--- src/rtl/bridge_pkg.sv ---
// Shared types, status codes and frame helpers for the UART command bridge.
// Holds the opcode and state enums plus byte-count helpers for frame fields.
package bridge_pkg;

    typedef enum logic [1:0] {
        OP_IDLE  = 2'b00,
        OP_READ  = 2'b01,
        OP_WRITE = 2'b10,
        OP_RSVD  = 2'b11
    } opcode_e;

    typedef enum logic [3:0] {
        S_IDLE,
        S_ADDR,
        S_BURST,
        S_WDATA,
        S_DRAIN,
        S_BUS_WR,
        S_BUS_RD,
        S_TX_STATUS,
        S_TX_DATA
    } state_e;

    localparam logic [7:0] ACK = 8'hA5;
    localparam logic [7:0] NAK = 8'h5A;

    // Number of UART bytes needed to carry a field of the given bit width.
    function automatic int bytes_for(input int bits);
        return (bits + 7) / 8;
    endfunction

endpackage

--- src/rtl/bridge_word_buffer.sv ---
// Word buffer shared by the write and read paths of the command bridge.
// Ports: clk/reset, write port (we, waddr, wdata), registered read (raddr -> rdata).
module bridge_word_buffer #(
    parameter int DEPTH = 16,
    parameter int WIDTH = 8
) (
    input  logic                     clk,
    input  logic                     reset,
    input  logic                     we,
    input  logic [$clog2(DEPTH)-1:0] waddr,
    input  logic [WIDTH-1:0]         wdata,
    input  logic [$clog2(DEPTH)-1:0] raddr,
    output logic [WIDTH-1:0]         rdata
);

    logic [WIDTH-1:0] mem_q [DEPTH];
    logic [WIDTH-1:0] rdata_q;
    logic [WIDTH-1:0] rdata_d;

    // Forward a same-cycle write so a one-word burst reads its fresh value.
    always_comb begin
        rdata_d = mem_q[raddr];
        if (we && (waddr == raddr)) begin
            rdata_d = wdata;
        end
    end

    always_ff @(posedge clk) begin
        if (we) begin
            mem_q[waddr] <= wdata;
        end
    end

    always_ff @(posedge clk or posedge reset) begin
        if (reset) begin
            rdata_q <= '0;
        end else begin
            rdata_q <= rdata_d;
        end
    end

    assign rdata = rdata_q;

endmodule

--- src/rtl/uart_cmd_bridge.sv ---
// UART byte-stream to parallel bus command bridge (read/write bursts, ACK/NAK).
// Ports: u_* UART rx/tx handshake, m_* bus command, data and completion strobes.
// Optional macro UART_BRIDGE_TIMEOUT_EN aborts stalled frames after TIMEOUT cycles.
module uart_cmd_bridge
    import bridge_pkg::*;
#(
    parameter int SLAVE_LEN = 2,
    parameter int ADDR_LEN  = 12,
    parameter int DATA_LEN  = 8,
    parameter int BURST_LEN = 12,
    parameter int MAX_BURST = 16,
    parameter int TIMEOUT   = 50000
) (
    input  logic                 clk,
    input  logic                 reset,
    input  logic                 u_receive_sig,
    input  logic [7:0]           u_data_in,
    output logic                 u_send_sig,
    output logic [7:0]           u_data_out,
    input  logic                 u_tx_busy,
    input  logic                 u_tx_done,
    output logic [1:0]           m_instruction,
    output logic [SLAVE_LEN-1:0] m_slave_select,
    output logic [ADDR_LEN-1:0]  m_address,
    output logic [BURST_LEN-1:0] m_burst_num,
    output logic [DATA_LEN-1:0]  m_data_out,
    input  logic                 m_tx_done,
    input  logic                 m_new_rx,
    input  logic [DATA_LEN-1:0]  m_data_in,
    input  logic                 m_rx_done
);

    localparam int ABYTES = bytes_for(ADDR_LEN);
    localparam int BBYTES = bytes_for(BURST_LEN);
    localparam int BPW    = DATA_LEN / 8;
    localparam int AW     = $clog2(MAX_BURST);
    localparam int CW     = $clog2(MAX_BURST + 1);
    localparam int PW     = (BPW > 1) ? $clog2(BPW) : 1;
    localparam int FW     = BURST_LEN + PW + 1;
    localparam int CMPW   = (BURST_LEN > CW) ? BURST_LEN : CW;
    localparam logic [PW-1:0] BMAX = PW'(BPW - 1);

    state_e               state_q, state_d;
    opcode_e              op_q, op_d;
    logic [SLAVE_LEN-1:0] slave_q, slave_d;
    logic [ADDR_LEN-1:0]  addr_q, addr_d;
    logic [BURST_LEN-1:0] burst_q, burst_d;
    logic [CW-1:0]        nwords_q, nwords_d;
    logic [CW-1:0]        wcnt_q, wcnt_d;
    logic [PW-1:0]        bcnt_q, bcnt_d;
    logic [FW-1:0]        fcnt_q, fcnt_d;
    logic [DATA_LEN-1:0]  wword_q, wword_d;
    logic [7:0]           status_q, status_d;
    logic                 sent_q, sent_d;
    logic                 send_q, send_d;
    logic [7:0]           dout_q, dout_d;

    logic                 buf_we;
    logic [DATA_LEN-1:0]  buf_wdata;
    logic [DATA_LEN-1:0]  buf_rdata;
    logic                 burst_ok;
    logic [CW-1:0]        rd_cnt;
    logic [PW+2:0]        tx_shift;
    logic [7:0]           tx_byte;
    logic                 rx_state;
    logic                 tmo_hit;

    assign rx_state = (state_q == S_ADDR) || (state_q == S_BURST) ||
                      (state_q == S_WDATA) || (state_q == S_DRAIN);

`ifdef UART_BRIDGE_TIMEOUT_EN
    localparam int TW = $clog2(TIMEOUT + 1);

    logic [TW-1:0] tmo_q, tmo_d;

    // Counts consecutive silent cycles while a frame is being received.
    always_comb begin
        tmo_d   = '0;
        tmo_hit = 1'b0;
        if (rx_state && !u_receive_sig) begin
            if (tmo_q == TW'(TIMEOUT - 1)) begin
                tmo_hit = 1'b1;
            end else begin
                tmo_d = tmo_q + TW'(1);
            end
        end
    end

    always_ff @(posedge clk or posedge reset) begin
        if (reset) begin
            tmo_q <= '0;
        end else begin
            tmo_q <= tmo_d;
        end
    end
`else
    assign tmo_hit = 1'b0;
`endif

    bridge_word_buffer #(
        .DEPTH (MAX_BURST),
        .WIDTH (DATA_LEN)
    ) u_buf (
        .clk   (clk),
        .reset (reset),
        .we    (buf_we),
        .waddr (wcnt_q[AW-1:0]),
        .wdata (buf_wdata),
        .raddr (wcnt_d[AW-1:0]),
        .rdata (buf_rdata)
    );

    // Buffer read address follows the next word index, so rdata tracks wcnt_q.
    assign tx_shift = {BMAX - bcnt_q, 3'b000};
    assign tx_byte  = 8'(buf_rdata >> tx_shift);

    always_comb begin
        state_d   = state_q;
        op_d      = op_q;
        slave_d   = slave_q;
        addr_d    = addr_q;
        burst_d   = burst_q;
        nwords_d  = nwords_q;
        wcnt_d    = wcnt_q;
        bcnt_d    = bcnt_q;
        fcnt_d    = fcnt_q;
        wword_d   = wword_q;
        status_d  = status_q;
        sent_d    = sent_q;
        send_d    = 1'b0;
        dout_d    = dout_q;
        buf_we    = 1'b0;
        buf_wdata = wword_q;
        burst_ok  = 1'b0;
        rd_cnt    = wcnt_q;

        unique case (state_q)
            S_IDLE: begin
                if (u_receive_sig) begin
                    op_d    = opcode_e'(u_data_in[7:6]);
                    slave_d = u_data_in[SLAVE_LEN-1:0];
                    fcnt_d  = '0;
                    if ((u_data_in[7:6] == OP_READ) ||
                        (u_data_in[7:6] == OP_WRITE)) begin
                        state_d = S_ADDR;
                    end else begin
                        status_d = NAK;
                        state_d  = S_TX_STATUS;
                    end
                end
            end
            S_ADDR: begin
                if (u_receive_sig) begin
                    addr_d = ADDR_LEN'({addr_q, u_data_in});
                    if (fcnt_q == FW'(ABYTES - 1)) begin
                        fcnt_d  = '0;
                        state_d = S_BURST;
                    end else begin
                        fcnt_d = fcnt_q + FW'(1);
                    end
                end
            end
            S_BURST: begin
                if (u_receive_sig) begin
                    burst_d = BURST_LEN'({burst_q, u_data_in});
                    if (fcnt_q == FW'(BBYTES - 1)) begin
                        burst_ok = (burst_d != '0) &&
                                   (CMPW'(burst_d) <= CMPW'(MAX_BURST));
                        nwords_d = CW'(burst_d);
                        fcnt_d   = '0;
                        wcnt_d   = '0;
                        bcnt_d   = '0;
                        if (burst_ok) begin
                            state_d = (op_q == OP_READ) ? S_BUS_RD : S_WDATA;
                        end else if ((op_q == OP_WRITE) && (burst_d != '0)) begin
                            // Swallow the payload so it is not parsed as headers.
                            fcnt_d  = FW'(burst_d) * FW'(BPW);
                            state_d = S_DRAIN;
                        end else begin
                            status_d = NAK;
                            state_d  = S_TX_STATUS;
                        end
                    end else begin
                        fcnt_d = fcnt_q + FW'(1);
                    end
                end
            end
            S_WDATA: begin
                if (u_receive_sig) begin
                    wword_d = DATA_LEN'({wword_q, u_data_in});
                    if (bcnt_q == BMAX) begin
                        bcnt_d    = '0;
                        buf_we    = 1'b1;
                        buf_wdata = wword_d;
                        if (wcnt_q == nwords_q - CW'(1)) begin
                            wcnt_d  = '0;
                            state_d = S_BUS_WR;
                        end else begin
                            wcnt_d = wcnt_q + CW'(1);
                        end
                    end else begin
                        bcnt_d = bcnt_q + PW'(1);
                    end
                end
            end
            S_DRAIN: begin
                if (u_receive_sig) begin
                    fcnt_d = fcnt_q - FW'(1);
                    if (fcnt_q == FW'(1)) begin
                        status_d = NAK;
                        state_d  = S_TX_STATUS;
                    end
                end
            end
            S_BUS_WR: begin
                if (m_tx_done) begin
                    if (wcnt_q == nwords_q - CW'(1)) begin
                        wcnt_d   = '0;
                        status_d = ACK;
                        state_d  = S_TX_STATUS;
                    end else begin
                        wcnt_d = wcnt_q + CW'(1);
                    end
                end
            end
            S_BUS_RD: begin
                // Store first, then judge completion on the updated count.
                if (m_new_rx && (wcnt_q < nwords_q)) begin
                    buf_we    = 1'b1;
                    buf_wdata = m_data_in;
                    rd_cnt    = wcnt_q + CW'(1);
                end
                wcnt_d = rd_cnt;
                if (m_rx_done || (rd_cnt == nwords_q)) begin
                    status_d = (rd_cnt == nwords_q) ? ACK : NAK;
                    wcnt_d   = '0;
                    state_d  = S_TX_STATUS;
                end
            end
            S_TX_STATUS: begin
                wcnt_d = '0;
                bcnt_d = '0;
                if (!sent_q) begin
                    if (!u_tx_busy) begin
                        send_d = 1'b1;
                        dout_d = status_q;
                        sent_d = 1'b1;
                    end
                end else if (u_tx_done) begin
                    sent_d = 1'b0;
                    if ((status_q == ACK) && (op_q == OP_READ)) begin
                        state_d = S_TX_DATA;
                    end else begin
                        state_d = S_IDLE;
                    end
                end
            end
            S_TX_DATA: begin
                if (!sent_q) begin
                    if (!u_tx_busy) begin
                        send_d = 1'b1;
                        dout_d = tx_byte;
                        sent_d = 1'b1;
                    end
                end else if (u_tx_done) begin
                    sent_d = 1'b0;
                    if (bcnt_q == BMAX) begin
                        bcnt_d = '0;
                        if (wcnt_q == nwords_q - CW'(1)) begin
                            wcnt_d  = '0;
                            state_d = S_IDLE;
                        end else begin
                            wcnt_d = wcnt_q + CW'(1);
                        end
                    end else begin
                        bcnt_d = bcnt_q + PW'(1);
                    end
                end
            end
            default: begin
                state_d = S_IDLE;
            end
        endcase

        if (tmo_hit) begin
            status_d = NAK;
            fcnt_d   = '0;
            wcnt_d   = '0;
            bcnt_d   = '0;
            state_d  = S_TX_STATUS;
        end
    end

    always_ff @(posedge clk or posedge reset) begin
        if (reset) begin
            state_q  <= S_IDLE;
            op_q     <= OP_IDLE;
            slave_q  <= '0;
            addr_q   <= '0;
            burst_q  <= '0;
            nwords_q <= '0;
            wcnt_q   <= '0;
            bcnt_q   <= '0;
            fcnt_q   <= '0;
            wword_q  <= '0;
            status_q <= '0;
            sent_q   <= 1'b0;
            send_q   <= 1'b0;
            dout_q   <= '0;
        end else begin
            state_q  <= state_d;
            op_q     <= op_d;
            slave_q  <= slave_d;
            addr_q   <= addr_d;
            burst_q  <= burst_d;
            nwords_q <= nwords_d;
            wcnt_q   <= wcnt_d;
            bcnt_q   <= bcnt_d;
            fcnt_q   <= fcnt_d;
            wword_q  <= wword_d;
            status_q <= status_d;
            sent_q   <= sent_d;
            send_q   <= send_d;
            dout_q   <= dout_d;
        end
    end

    always_comb begin
        m_instruction = OP_IDLE;
        if (state_q == S_BUS_WR) begin
            m_instruction = OP_WRITE;
        end else if (state_q == S_BUS_RD) begin
            m_instruction = OP_READ;
        end
    end

    assign m_data_out     = (state_q == S_BUS_WR) ? buf_rdata : '0;
    assign m_slave_select = slave_q;
    assign m_address      = addr_q;
    assign m_burst_num    = burst_q;
    assign u_send_sig     = send_q;
    assign u_data_out     = dout_q;

endmodule

--- config.mk ---
export PLATFORM = sky130hd
export DESIGN_NAME = uart_cmd_bridge
export DESIGN_NICKNAME = d
export VERILOG_FILES = /design/src/rtl/bridge_pkg.sv /design/src/rtl/bridge_word_buffer.sv /design/src/rtl/uart_cmd_bridge.sv
export SDC_FILE = /design/constraint.sdc
export NUM_CORES = 1
export LEC_CHECK = 0
export CAP_MARGIN = 20
export CORE_ASPECT_RATIO = 0.9
export CORE_MARGIN = 8
export CORE_UTILIZATION = 50
export CTS_CLUSTER_DIAMETER = 60
export DETAILED_ROUTE_END_ITERATION = 8
export MAX_ROUTING_LAYER = met4
export PLACE_DENSITY = 0.69
export SLEW_MARGIN = 20
export SYNTH_ARGS = -nofsm -noshare
export SYNTH_HDL_FRONTEND = slang
export SYNTH_SLANG_ARGS = --single-unit
--- constraint.sdc ---
create_clock -name clk -period 8.1 [get_ports clk]
set_input_delay 1.62 -clock clk [delete_from_list [all_inputs] [get_ports clk]]
set_output_delay 1.62 -clock clk [all_outputs]
set_load 0.02 [all_outputs]
==> impl_metrics.tcl <==
set metrics [dict create \
    p_sw_frac 0.3769 \
    skew_ns 0.02755 \
    cpLargestDelayFamily "compound AO/OA/AOI/OAI gates" \
    synth_seq_cells 212 \
    hold_path.class "register to register" \
    yosysWarnings 0 \
    min_path_cells 2 \
    vias 7224 \
    outcome "completed" \
    wl_per_cell_um 20.94 \
    tns_ns 0 \
    mostFrequentLayoutCell "edfxtp_1" \
    holdBufCountCts 0 \
    ff_latch_area_um2 5946 \
    io_buffers 68 \
    synth_nets 906 \
    power_leakage_nw 4.694 \
    syn_area_um2 10260 \
    pwr-share-seq 0.363 \
    cp_max_fo 31 \
    crit_buf_inv 2 \
    netlist_instances 868 \
    cts_buffers 23 \
    worst_slew_pin_slew_ns 1.095 \
    multi_input_area_um2 3966 \
    fill_cells 1597 \
    synth_enable_flop_cells 128 \
    grt_start_max_net_pins 65 \
    p_int_w 0.002879 \
    clk_pin_slew_ns 0.06 \
    max-slew-margin-rel 0.2674 \
    start_util 0.5116 \
    synth_flop_cell "edfxtp_1" \
    place_area_um2 11100 \
    cts_setup_buffers 0 \
    dieHeight_um 151.9 \
    ir_worst_vdd_mv 0.1779 \
    finalCriticalPeriod_ns 5.319 \
    fin_area_um2 11880 \
    cp-start-kind "input port" \
    switching_power_w 0.001741 \
    grt_use_total 0.2013 \
    setup_viol 0 \
    first_iter_violations 695 \
    cpPeakStageDelay_ns 0.58 \
    via_per_inst 6.015 \
    grt_pass1_wl_mm 39.94 \
    row_count 49 \
    fmax_ghz 0.1880 \
    arrival_ns 5.70 \
    avgSynthCellArea_um2 11.82 \
    required_ns 8.48 \
    maxCapViolCount 0 \
    async_reset_ff_frac 0.3962 \
    crit_cells 12 \
    dp_hpwl_mm 17.03 \
    pwr-share-comb 0.403 \
    utilization 0.5928 \
    ys_types 73 \
    diodes 0 \
    cts_resized 0 \
    critPathKind "input port to register" \
    crit_path_frequent_cell "nand3_1" \
    core-area_um2 20050 \
    clk_path_buf_depth 3 \
    drc 0 \
    first_pass_iters 6 \
    totalWireLength_mm 25.15 \
    dieWidth_um 167.0 \
    ff2ff_path_depth 13 \
    drv_slew 0 \
    overflow 0 \
    setup_ws_ns 2.781 \
    antenna_found_initial 0 \
    ys_seq_area_frac 0.5797 \
    final_cell_mix "128 x edfxtp_1, 84 x dfrtp_1, 71 x nand2_1, 68 x clkdlybuf4s50_1, 66 x mux2i_1" \
    clock_latency_ns 0.52 \
    rsz0062_at_grt "false" \
    dp_slack_ns 2.266 \
    antenna_left 0 \
    hold_viol 0 \
    powerDensity_nw_per_um2 388.8 \
    end_kind "register" \
    cp_slowest_cell "o21ai_4" \
    pin_count 69 \
    cts-root-buf "clkbuf_16" \
    clkPwrFrac 0.233 \
    place.gp.congestion 0.8983 \
    timing.final.crit_share 0.6566 \
    crit_path_cell_trace "clkdlybuf4s50_1 > nand3b_1 > o31a_1 > or4b_4 > o31ai_4 > o21ai_1 > o21ai_4 > buf_4 > mux2i_1 > a22oi_1 > nand3_1 > nand3_1" \
    htree_levels 1 \
    grt_pass1_vias 6861 \
    nets 967 \
    fp.dieArea_um2 25360 \
    drive_gt1_frac 0.1068 \
    syn_to_final_growth_pct 15.87 \
    tritoncts "yes" \
    clkSinkCount 212 \
]
==> cells by family (layout without fill, tap and decap cells) <==
family,count (synthesis),after routing,share of synthesized area
fa+ha+maj,14,14,0.01708
xor+xnor,15,15,0.01281
buf+inv,72,150,0.03575
simple gates,254,254,0.1227
flops,212,212,0.5797
mux,97,97,0.09845
compound gates,204,204,0.1335
==> flip-flops by register name (all words and copies together), names as in the netlist <==
register	count
op_q	2
u_buf.rdata	8
status_q	2
m_slave_select	2
sent_q	1
wword_q	8
u_data_out	8
state_q	4
m_address	12
wcnt_q	5
u_buf.mem_q	128
fcnt_q	14
m_burst_num	12
nwords_q	5
u_send_sig	1
==> layout make-up <==
cell class | instances | share of cell area
Sequential cell | 212 | 0.5003
Tap cell | 255 | 0.02685
Multi-Input combinational cell | 584 | 0.3338
Clock inverter | 15 | 0.01506
Timing Repair Buffer | 79 | 0.06422
Inverter | 29 | 0.009265
Clock buffer | 27 | 0.05054
==> power groups by stage <==
stage	clock network (W)	registers (W)	logic, W
final	0.00108	0.00168	0.00186
after global routing	0.00113	0.00171	0.00203
after CTS	0.00109	0.00167	0.00187
after detailed placement	0	0.00169	0.00186
after global placement	0	0.00169	0.00183
after floorplan	0	0.00168	0.00132
==> worst min-delay path, cell delays in order (launching register included) <==
cell and delay, ns:
dfrtp_1 0.34, nand2_1 0.05, o21ai_0 0.07
==> final timing paths <==
check | end | from | slack [ns]
worst max-delay path | u_buf.rdata[1] | m_new_rx | 2.78
worst min-delay path | m_address[6] | m_address[6] | 0.49
worst max register to register | u_buf.rdata[1] | wcnt_q[2] | 2.96
worst min register to register | m_address[6] | m_address[6] | 0.49
max in group asynchronous | u_data_out[0] | reset | 5.49
min in group asynchronous | m_address[4] | reset | 1.39
==> layer usage <==
metal  up-vias  track usage  part of all wire
li1       3368            -                 -
met1      3551       0.2881              0.47
met2       273       0.2961              0.45
met3        32      0.03600             0.073
met4         0      0.04115             0.016
met5         -            -                 0
==> Yosys cell counts, drive strengths merged (5+ instances only) <==
library cell	count	share of area
edfxtp	128	0.37
dfrtp	84	0.20
nand2	71	0.026
mux2i	66	0.064
nor2	66	0.026
o21ai	53	0.026
a21oi	48	0.024
a22oi	44	0.034
nand3	34	0.017
mux2	31	0.034
inv	29	0.011
clkbuf	27	0.0099
buf	16	0.015
nor3	16	0.0078
ha	14	0.017
and3	12	0.0073
and2	9	0.0055
nor2b	9	0.0055
xnor2	9	0.0077
nand2b	7	0.0043
o31ai	7	0.0070
nand3b	6	0.0044
nor4	6	0.0037
o22ai	6	0.0037
xor2	6	0.0051
o211ai	5	0.0055
==> per-stage QoR <==
stage	hold WS, ns	power [W]	instances
floorplan	0.4539	0.003001	868
global placement	0.4631	0.003519	1159
detailed placement	0.4704	0.003551	1159
CTS	0.4896	0.004628	1201
global route	0.5065	0.004869	1201
finish	0.4908	0.004620	1201
Power figures use the tool's default switching activity.
